$ cat config.mk
export PLATFORM = sky130hd
export DESIGN_NAME = pc_sequencer_flat
export DESIGN_NICKNAME = d
export VERILOG_FILES = /design/src/rtl/pc_sequencer_if.sv /design/src/rtl/pc_sequencer.sv /design/src/flat_wrapper.sv
export SDC_FILE = /design/constraint.sdc
export NUM_CORES = 1
export LEC_CHECK = 0
export CORE_ASPECT_RATIO = 1.75
export CORE_UTILIZATION = 45
export DETAILED_ROUTE_END_ITERATION = 10
export PLACE_DENSITY = 0.87
export SYNTH_ARGS = -nofsm -noshare
export SYNTH_HDL_FRONTEND = slang
export SYNTH_SLANG_ARGS = --single-unit
$ cat constraint.sdc
create_clock -name clk -period 3.1 [get_ports clk]
set_input_delay 0.465 -clock clk [delete_from_list [all_inputs] [get_ports clk]]
set_output_delay 0.465 -clock clk [all_outputs]
set_load 0.005 [all_outputs]
$ cat src/rtl/pc_sequencer_if.sv
// pc_sequencer_if: groups the sequencer's memory, PC-unit and datapath signals.
//   master : sequencer side (drives mem_rd, load_ir, incp, tsel, execb, cond,
//            dp_start, halted, err, retired; samples mem_rdy, instr, dp_done)
//   slave  : environment side (memory, IR, PC unit, datapath)
interface pc_sequencer_if;
   logic        mem_rdy;
   logic [15:0] instr;
   logic        dp_done;
   logic        mem_rd;
   logic        load_ir;
   logic        incp;
   logic        tsel;
   logic        execb;
   logic [2:0]  cond;
   logic        dp_start;
   logic        halted;
   logic        err;
   logic [15:0] retired;

   modport master (
      input  mem_rdy, instr, dp_done,
      output mem_rd, load_ir, incp, tsel, execb, cond, dp_start, halted, err, retired
   );

   modport slave (
      output mem_rdy, instr, dp_done,
      input  mem_rd, load_ir, incp, tsel, execb, cond, dp_start, halted, err, retired
   );
endinterface

$ cat src/rtl/pc_sequencer.sv
// pc_sequencer: fetch/decode/execute controller for the PC unit and IR.
//   clk, reset (async, active-low)
//   bus.master : mem_rdy/instr/dp_done in; mem_rd, load_ir, incp, tsel, execb,
//                cond, dp_start, halted, err, retired out
// Optional macro PC_SEQ_RETIRE_CNT_EN adds a 16-bit retired-instruction counter;
// without it retired is tied to zero.
module pc_sequencer #(
   parameter int unsigned WAIT_MAX = 15,
   parameter int unsigned CNT_W    = 8
) (
   input  logic           clk,
   input  logic           reset,
   pc_sequencer_if.master bus
);

   typedef enum logic [2:0] {
      S_RST, S_FETCH, S_LOADIR, S_DECODE, S_EXEC, S_BRANCH, S_HALT, S_ERROR
   } state_t;

   // Counter value seen in the last permitted wait cycle.
   localparam logic [CNT_W-1:0] WAIT_LAST = CNT_W'(WAIT_MAX - 1);
   localparam logic [CNT_W-1:0] CNT_ONE   = CNT_W'(1);

   state_t           state_q, state_d;
   logic [CNT_W-1:0] cnt_q, cnt_d;
   logic             br_tsel_q, br_tsel_d;
   logic [2:0]       br_cond_q, br_cond_d;

   logic       mem_rd_d, load_ir_d, incp_d, tsel_d, execb_d, dp_start_d, halted_d, err_d;
   logic [2:0] cond_d;
   logic       mem_rd_q, load_ir_q, incp_q, tsel_q, execb_q, dp_start_q, halted_q, err_q;
   logic [2:0] cond_q;

   logic [2:0] opcode;
   logic [1:0] op;
   logic       unused_instr_bits;

   assign opcode            = bus.instr[15:13];
   assign op                = bus.instr[12:11];
   assign unused_instr_bits = ^bus.instr[7:0];

   // Next state, wait counter, branch latch and next output values.
   always_comb begin
      state_d   = state_q;
      cnt_d     = '0;
      br_tsel_d = br_tsel_q;
      br_cond_d = br_cond_q;

      case (state_q)
         S_RST:    state_d = S_FETCH;
         S_FETCH: begin
            if (bus.mem_rdy)           state_d = S_LOADIR;
            else if (cnt_q == WAIT_LAST) state_d = S_ERROR;
            else                       cnt_d   = cnt_q + CNT_ONE;
         end
         S_LOADIR: state_d = S_DECODE;
         S_DECODE: begin
            case (opcode)
               3'd1: begin
                  state_d   = S_BRANCH;
                  br_tsel_d = 1'b1;
                  br_cond_d = bus.instr[10:8];
               end
               3'd2: begin
                  if (op == 2'b00) begin
                     state_d   = S_BRANCH;
                     br_tsel_d = 1'b0;
                     br_cond_d = 3'b000;
                  end else begin
                     state_d = S_ERROR;
                  end
               end
               3'd3, 3'd4, 3'd5, 3'd6: state_d = S_EXEC;
               3'd7:                   state_d = S_HALT;
               default:                state_d = S_ERROR;
            endcase
         end
         S_BRANCH: state_d = S_FETCH;
         S_EXEC: begin
            if (bus.dp_done)           state_d = S_FETCH;
            else if (cnt_q == WAIT_LAST) state_d = S_ERROR;
            else                       cnt_d   = cnt_q + CNT_ONE;
         end
         S_HALT:   state_d = S_HALT;
         S_ERROR:  state_d = S_ERROR;
         default:  state_d = S_ERROR;
      endcase

      // Outputs are registered from the state being entered.
      mem_rd_d   = (state_d == S_FETCH);
      load_ir_d  = (state_d == S_LOADIR);
      incp_d     = (state_d == S_LOADIR);
      execb_d    = (state_d == S_BRANCH);
      tsel_d     = execb_d & br_tsel_d;
      cond_d     = execb_d ? br_cond_d : 3'b000;
      dp_start_d = (state_d == S_EXEC) && (state_q != S_EXEC);
      halted_d   = (state_d == S_HALT) || (state_d == S_ERROR);
      err_d      = (state_d == S_ERROR);
   end

   // State, counter, branch latch and output registers.
   always_ff @(posedge clk or negedge reset) begin
      if (!reset) begin
         state_q    <= S_RST;
         cnt_q      <= '0;
         br_tsel_q  <= 1'b0;
         br_cond_q  <= 3'b000;
         mem_rd_q   <= 1'b0;
         load_ir_q  <= 1'b0;
         incp_q     <= 1'b0;
         tsel_q     <= 1'b0;
         execb_q    <= 1'b0;
         cond_q     <= 3'b000;
         dp_start_q <= 1'b0;
         halted_q   <= 1'b0;
         err_q      <= 1'b0;
      end else begin
         state_q    <= state_d;
         cnt_q      <= cnt_d;
         br_tsel_q  <= br_tsel_d;
         br_cond_q  <= br_cond_d;
         mem_rd_q   <= mem_rd_d;
         load_ir_q  <= load_ir_d;
         incp_q     <= incp_d;
         tsel_q     <= tsel_d;
         execb_q    <= execb_d;
         cond_q     <= cond_d;
         dp_start_q <= dp_start_d;
         halted_q   <= halted_d;
         err_q      <= err_d;
      end
   end

   assign bus.mem_rd   = mem_rd_q;
   assign bus.load_ir  = load_ir_q;
   assign bus.incp     = incp_q;
   assign bus.tsel     = tsel_q;
   assign bus.execb    = execb_q;
   assign bus.cond     = cond_q;
   assign bus.dp_start = dp_start_q;
   assign bus.halted   = halted_q;
   assign bus.err      = err_q;

`ifdef PC_SEQ_RETIRE_CNT_EN
   logic [15:0] retired_q;

   // Counts instructions that complete back into FETCH; wraps naturally.
   always_ff @(posedge clk or negedge reset) begin
      if (!reset) begin
         retired_q <= 16'h0000;
      end else if (((state_q == S_BRANCH) || (state_q == S_EXEC)) && (state_d == S_FETCH)) begin
         retired_q <= retired_q + 16'd1;
      end
   end

   assign bus.retired = retired_q;
`else
   assign bus.retired = 16'h0000;
`endif

endmodule
$ cat src/flat_wrapper.sv
// flat-port wrapper written by rule: the top's interface ports become plain ports
module pc_sequencer_flat 
#(
   parameter int unsigned WAIT_MAX = 15,
   parameter int unsigned CNT_W    = 8
)
  (clk, reset, bus_mem_rdy, bus_instr, bus_dp_done, bus_mem_rd, bus_load_ir, bus_incp, bus_tsel, bus_execb, bus_cond, bus_dp_start, bus_halted, bus_err, bus_retired);
  pc_sequencer_if bus_i ();
  input  logic clk;
  input  logic reset;
  input wire logic [$bits(bus_i.mem_rdy)-1:0] bus_mem_rdy;
  input wire logic [$bits(bus_i.instr)-1:0] bus_instr;
  input wire logic [$bits(bus_i.dp_done)-1:0] bus_dp_done;
  output wire logic [$bits(bus_i.mem_rd)-1:0] bus_mem_rd;
  output wire logic [$bits(bus_i.load_ir)-1:0] bus_load_ir;
  output wire logic [$bits(bus_i.incp)-1:0] bus_incp;
  output wire logic [$bits(bus_i.tsel)-1:0] bus_tsel;
  output wire logic [$bits(bus_i.execb)-1:0] bus_execb;
  output wire logic [$bits(bus_i.cond)-1:0] bus_cond;
  output wire logic [$bits(bus_i.dp_start)-1:0] bus_dp_start;
  output wire logic [$bits(bus_i.halted)-1:0] bus_halted;
  output wire logic [$bits(bus_i.err)-1:0] bus_err;
  output wire logic [$bits(bus_i.retired)-1:0] bus_retired;
  assign bus_i.mem_rdy = bus_mem_rdy;
  assign bus_i.instr = bus_instr;
  assign bus_i.dp_done = bus_dp_done;
  assign bus_mem_rd = bus_i.mem_rd;
  assign bus_load_ir = bus_i.load_ir;
  assign bus_incp = bus_i.incp;
  assign bus_tsel = bus_i.tsel;
  assign bus_execb = bus_i.execb;
  assign bus_cond = bus_i.cond;
  assign bus_dp_start = bus_i.dp_start;
  assign bus_halted = bus_i.halted;
  assign bus_err = bus_i.err;
  assign bus_retired = bus_i.retired;
  pc_sequencer #(.WAIT_MAX(WAIT_MAX), .CNT_W(CNT_W)) u_core (.clk(clk), .reset(reset), .bus(bus_i));
endmodule
==> metrics.txt <==
# TYPE chip_impl_metric gauge
chip_impl_metric{name="die_area",unit="um^2"} 2800
chip_impl_metric{name="number_of_buffers_added_on_ports",unit=""} 22
chip_impl_info{name="worstSetupStartpointType",value="primary input"} 1
chip_impl_metric{name="setup_violations",unit=""} 0
chip_impl_metric{name="hold_buffers",unit=""} 0
chip_impl_metric{name="timing.max_cap.violations",unit=""} 0
chip_impl_info{name="root_buffer",value="sky130_fd_sc_hd__clkbuf_8"} 1
chip_impl_metric{name="globalRouteOverflowTotal",unit=""} 0
chip_impl_metric{name="core_area",unit="um^2"} 2460
chip_impl_info{name="worst_hold_startpoint",value="u_core.cnt_q[0]"} 1
chip_impl_info{name="crit_path_start",value="bus_instr[14]"} 1
chip_impl_metric{name="cp.arrival",unit="ns"} 2.04
chip_impl_metric{name="ctsHtreeMaxLevel",unit=""} 1
chip_impl_metric{name="grt_pass1_wl",unit="um"} 3210
chip_impl_metric{name="max_transition_viols_final",unit=""} 0
chip_impl_metric{name="ys_ff_latch",unit=""} 21
chip_impl_metric{name="detailed_place_hpwl",unit="um"} 1610
chip_impl_metric{name="placement_rows",unit=""} 24
chip_impl_metric{name="max-slew-margin-rel",unit=""} 0.389
chip_impl_metric{name="syn2layout_area_growth",unit="%"} 19.1
chip_impl_metric{name="netlist_cell_types",unit=""} 38
chip_impl_metric{name="wl",unit="um"} 2030
chip_impl_metric{name="clock-sinks",unit=""} 21
chip_impl_info{name="hold_path_class",value="reg -> reg"} 1
chip_impl_metric{name="cts_post_setup_buffers_inserted",unit=""} 0
chip_impl_metric{name="worst_ir_drop_vdd",unit="mV"} 0.372
chip_impl_metric{name="detailedRoute.firstIterationViolations",unit=""} 13
chip_impl_metric{name="pin_count_of_the_biggest_net_entering_global_routing",unit=""} 22
chip_impl_metric{name="chipWidth",unit="um"} 40.4
chip_impl_metric{name="finalSetupTns",unit="ns"} 0
chip_impl_metric{name="floorplan.die.height",unit="um"} 69.2
chip_impl_metric{name="drc",unit=""} 0
chip_impl_info{name="grt_setup_unrepaired",value="false"} 1
chip_impl_metric{name="first_pass_iters",unit=""} 3
chip_impl_metric{name="vias",unit=""} 803
chip_impl_metric{name="postLayoutCellArea",unit="um^2"} 1380
chip_impl_info{name="status",value="completed"} 1
chip_impl_metric{name="dp_area",unit="um^2"} 1340
chip_impl_metric{name="initial_antenna_violation_count",unit=""} 0
chip_impl_info{name="crit_path_end_kind",value="flop"} 1
chip_impl_metric{name="finalCriticalPeriod",unit="ns"} 1.89
chip_impl_metric{name="cts_max_path_buffers",unit=""} 2
chip_impl_metric{name="num_antenna_cells",unit=""} 0
chip_impl_metric{name="worstPathRequired",unit="ns"} 3.25
chip_impl_metric{name="share_of_cells_above_drive_strength_1",unit=""} 0.0985
chip_impl_metric{name="initial_core_util",unit=""} 0.472
chip_impl_metric{name="path_clk_slew",unit="ns"} 0.07
chip_impl_metric{name="max_clock_freq",unit="MHz"} 530
chip_impl_info{name="r2r-start",value="u_core.cnt_q[0]"} 1
chip_impl_metric{name="gp_congestion",unit=""} 0.871
chip_impl_metric{name="hold_viol_final",unit=""} 0
chip_impl_metric{name="crit_path_max_incr_delay",unit="ns"} 0.55
chip_impl_metric{name="via_count_of_the_first_global_routing_pass",unit=""} 715
chip_impl_metric{name="syn_area_per_cell",unit="um^2"} 10.7
chip_impl_metric{name="grt.total_usage",unit=""} 0.161
chip_impl_metric{name="netlist_area",unit="um^2"} 1160
chip_impl_info{name="criticalPathCategory",value="in -> reg"} 1
chip_impl_metric{name="routed_via_density",unit=""} 5.08
chip_impl_metric{name="nNetsFinal",unit=""} 155
chip_impl_metric{name="post-route-period-util",unit=""} 0.609
chip_impl_info{name="crit_path_cell_trace",value="clkdlybuf4s50_1, nor3b_1, o311ai_0, a32o_1, a2111oi_4"} 1
chip_impl_info{name="tritoncts_clock_tree",value="done"} 1
chip_impl_info{name="critPathSlowestCell",value="sky130_fd_sc_hd__clkdlybuf4s50_1"} 1
chip_impl_metric{name="critical_path.max_fanout",unit=""} 5
chip_impl_metric{name="synth.yosys.seq_area_share",unit=""} 0.453
chip_impl_metric{name="syn_inst",unit=""} 109
chip_impl_metric{name="tightest_slew",unit="ns"} 0.914
chip_impl_metric{name="synth.yosys.warnings",unit=""} 0
chip_impl_metric{name="detail-route-antenna-nets",unit=""} 0
chip_impl_metric{name="cts_inserted_buffers",unit=""} 3
chip_impl_metric{name="post_cts_resize_count",unit=""} 0
chip_impl_metric{name="wl_per_cell",unit="um"} 12.8
chip_impl_metric{name="power.density",unit="nW/um^2"} 645
chip_impl_metric{name="clock_latency",unit="ns"} 0.25
chip_impl_metric{name="clock_skew",unit="ns"} 0.00103
chip_impl_metric{name="power.leakage",unit="uW"} 0.000642
chip_impl_metric{name="ioPinCount",unit=""} 47
[cell type report]
class	instances	area (um^2)
tap	26	32.5
inverter	5	18.8
clock buffer	4	45.0
sequential	21	526
fill	215	1080
multi-input combinational	80	541
timing repair buffer	22	220
[power by group]
part / switching, uW / internal, uW / total (uW)
clock network: 78.8 / 91.2 / 170
registers: 61.7 / 325 / 387
logic: 160 / 175 / 335
total: 300 / 591 / 892
[worst max-delay path, delay by kind of cell]
family	cells	cell delay [ns]
AO/OA/AOI/OAI	3	0.83
buffers and inverters	1	0.55
AND/OR/NAND/NOR	1	0.20
[state kept, by name (all words and copies together) (netlist names)]
register             cells
u_core.bus.cond          3
u_core.bus.halted        1
u_core.bus.tsel          1
u_core.state_q           3
u_core.bus.load_ir       1
u_core.bus.dp_start      1
u_core.bus.execb         1
u_core.cnt_q             8
u_core.bus.mem_rd        1
u_core.bus.err           1
[stage by stage]
step                total power [uW]  hold slack, ns  instances  setup slack, ns  utilization
floorplan                        615           0.169        124             1.40            -
global placement                 707           0.506        154            0.976        0.543
detailed placement               723           0.523        154            0.976        0.543
CTS                              897           0.534        158             1.22        0.561
global route                     950           0.546        158             1.10        0.561
finish                           892           0.525        158             1.21        0.561
[kinds of logic (layout without fill, tap and decap cells)]
| kind of cell | count (synthesis) | after routing | share of synthesized area |
|---|---|---|---|
| and+or+nand+nor | 45 | 45 | 0.249 |
| buffers and inverters | 23 | 31 | 0.130 |
| DFF | 21 | 21 | 0.453 |
| AOI/OAI and AO/OA | 10 | 10 | 0.0884 |
| xor gates and xnor gates | 6 | 6 | 0.0453 |
| adders and majority gates | 2 | 2 | 0.0215 |
| other | 1 | 16 | 0.00323 |
| muxes | 1 | 1 | 0.00970 |
[layer usage]
metal	GRT usage	up-vias	part of all wire
met2	0.272	24	0.58
met3	0.0192	2	0.032
met4	0.0704	0	0.011
met1	0.187	395	0.37
li1	-	382	-
met5	0	-	0
[synthesized netlist by cell type (all sizes together)]
cell | instances | area share
dfrtp | 21 | 0.45
buf | 18 | 0.11
nor2 | 13 | 0.042
and2 | 5 | 0.027
inv | 5 | 0.016
xor2 | 5 | 0.038
nand2 | 4 | 0.013
nand2b | 3 | 0.016
a21oi | 2 | 0.0086
a2bb2oi | 2 | 0.015
and3 | 2 | 0.012
and4bb | 2 | 0.022
ha | 2 | 0.022
nand3 | 2 | 0.0086
nand4 | 2 | 0.011
nor2b | 2 | 0.011
nor3b | 2 | 0.013
or3 | 2 | 0.015
a2111oi | 1 | 0.024
a211oi | 1 | 0.0065
a32o | 1 | 0.0086
and2b | 1 | 0.0065
and3b | 1 | 0.0075
conb | 1 | 0.0032
mux2 | 1 | 0.0097
nand4b | 1 | 0.013
nor3 | 1 | 0.0043
nor4 | 1 | 0.018
o21ai | 1 | 0.0043
o311ai | 1 | 0.0075
o32ai | 1 | 0.014
or4 | 1 | 0.0097
xnor2 | 1 | 0.0075
[layout by cell type, fill, tap and decap left out, types with 2 or more instances in the layout]
| cell type | n |
|---|---|
| sky130_fd_sc_hd__nand3_1 | 2 |
| sky130_fd_sc_hd__a2bb2oi_1 | 2 |
| sky130_fd_sc_hd__a21oi_1 | 2 |
| sky130_fd_sc_hd__nand2_1 | 4 |
| sky130_fd_sc_hd__inv_1 | 4 |
| sky130_fd_sc_hd__nor3b_1 | 2 |
| sky130_fd_sc_hd__nand2b_1 | 3 |
| sky130_fd_sc_hd__nor2_1 | 13 |
| sky130_fd_sc_hd__clkbuf_8 | 3 |
| sky130_fd_sc_hd__conb_1 | 16 |
| sky130_fd_sc_hd__and2_1 | 5 |
| sky130_fd_sc_hd__nand4_1 | 2 |
| sky130_fd_sc_hd__xor2_1 | 5 |
| sky130_fd_sc_hd__nor2b_1 | 2 |
| sky130_fd_sc_hd__ha_1 | 2 |
| sky130_fd_sc_hd__dfrtp_1 | 21 |
| sky130_fd_sc_hd__clkdlybuf4s50_1 | 22 |
[final timing paths]
path / endpoint / slack, ns / cells past startpoint
min in group asynchronous: u_core.cnt_q[2] / 0.73 / 1
max reg2reg: u_core.bus.dp_start / 1.26 / 6
min: u_core.cnt_q[0] / 0.52 / 1
max: u_core.bus.dp_start / 1.21 / 5
min reg2reg: u_core.cnt_q[0] / 0.52 / 1
max in group asynchronous: u_core.bus.tsel / 1.82 / 1
Power figures use the tool's default switching activity.
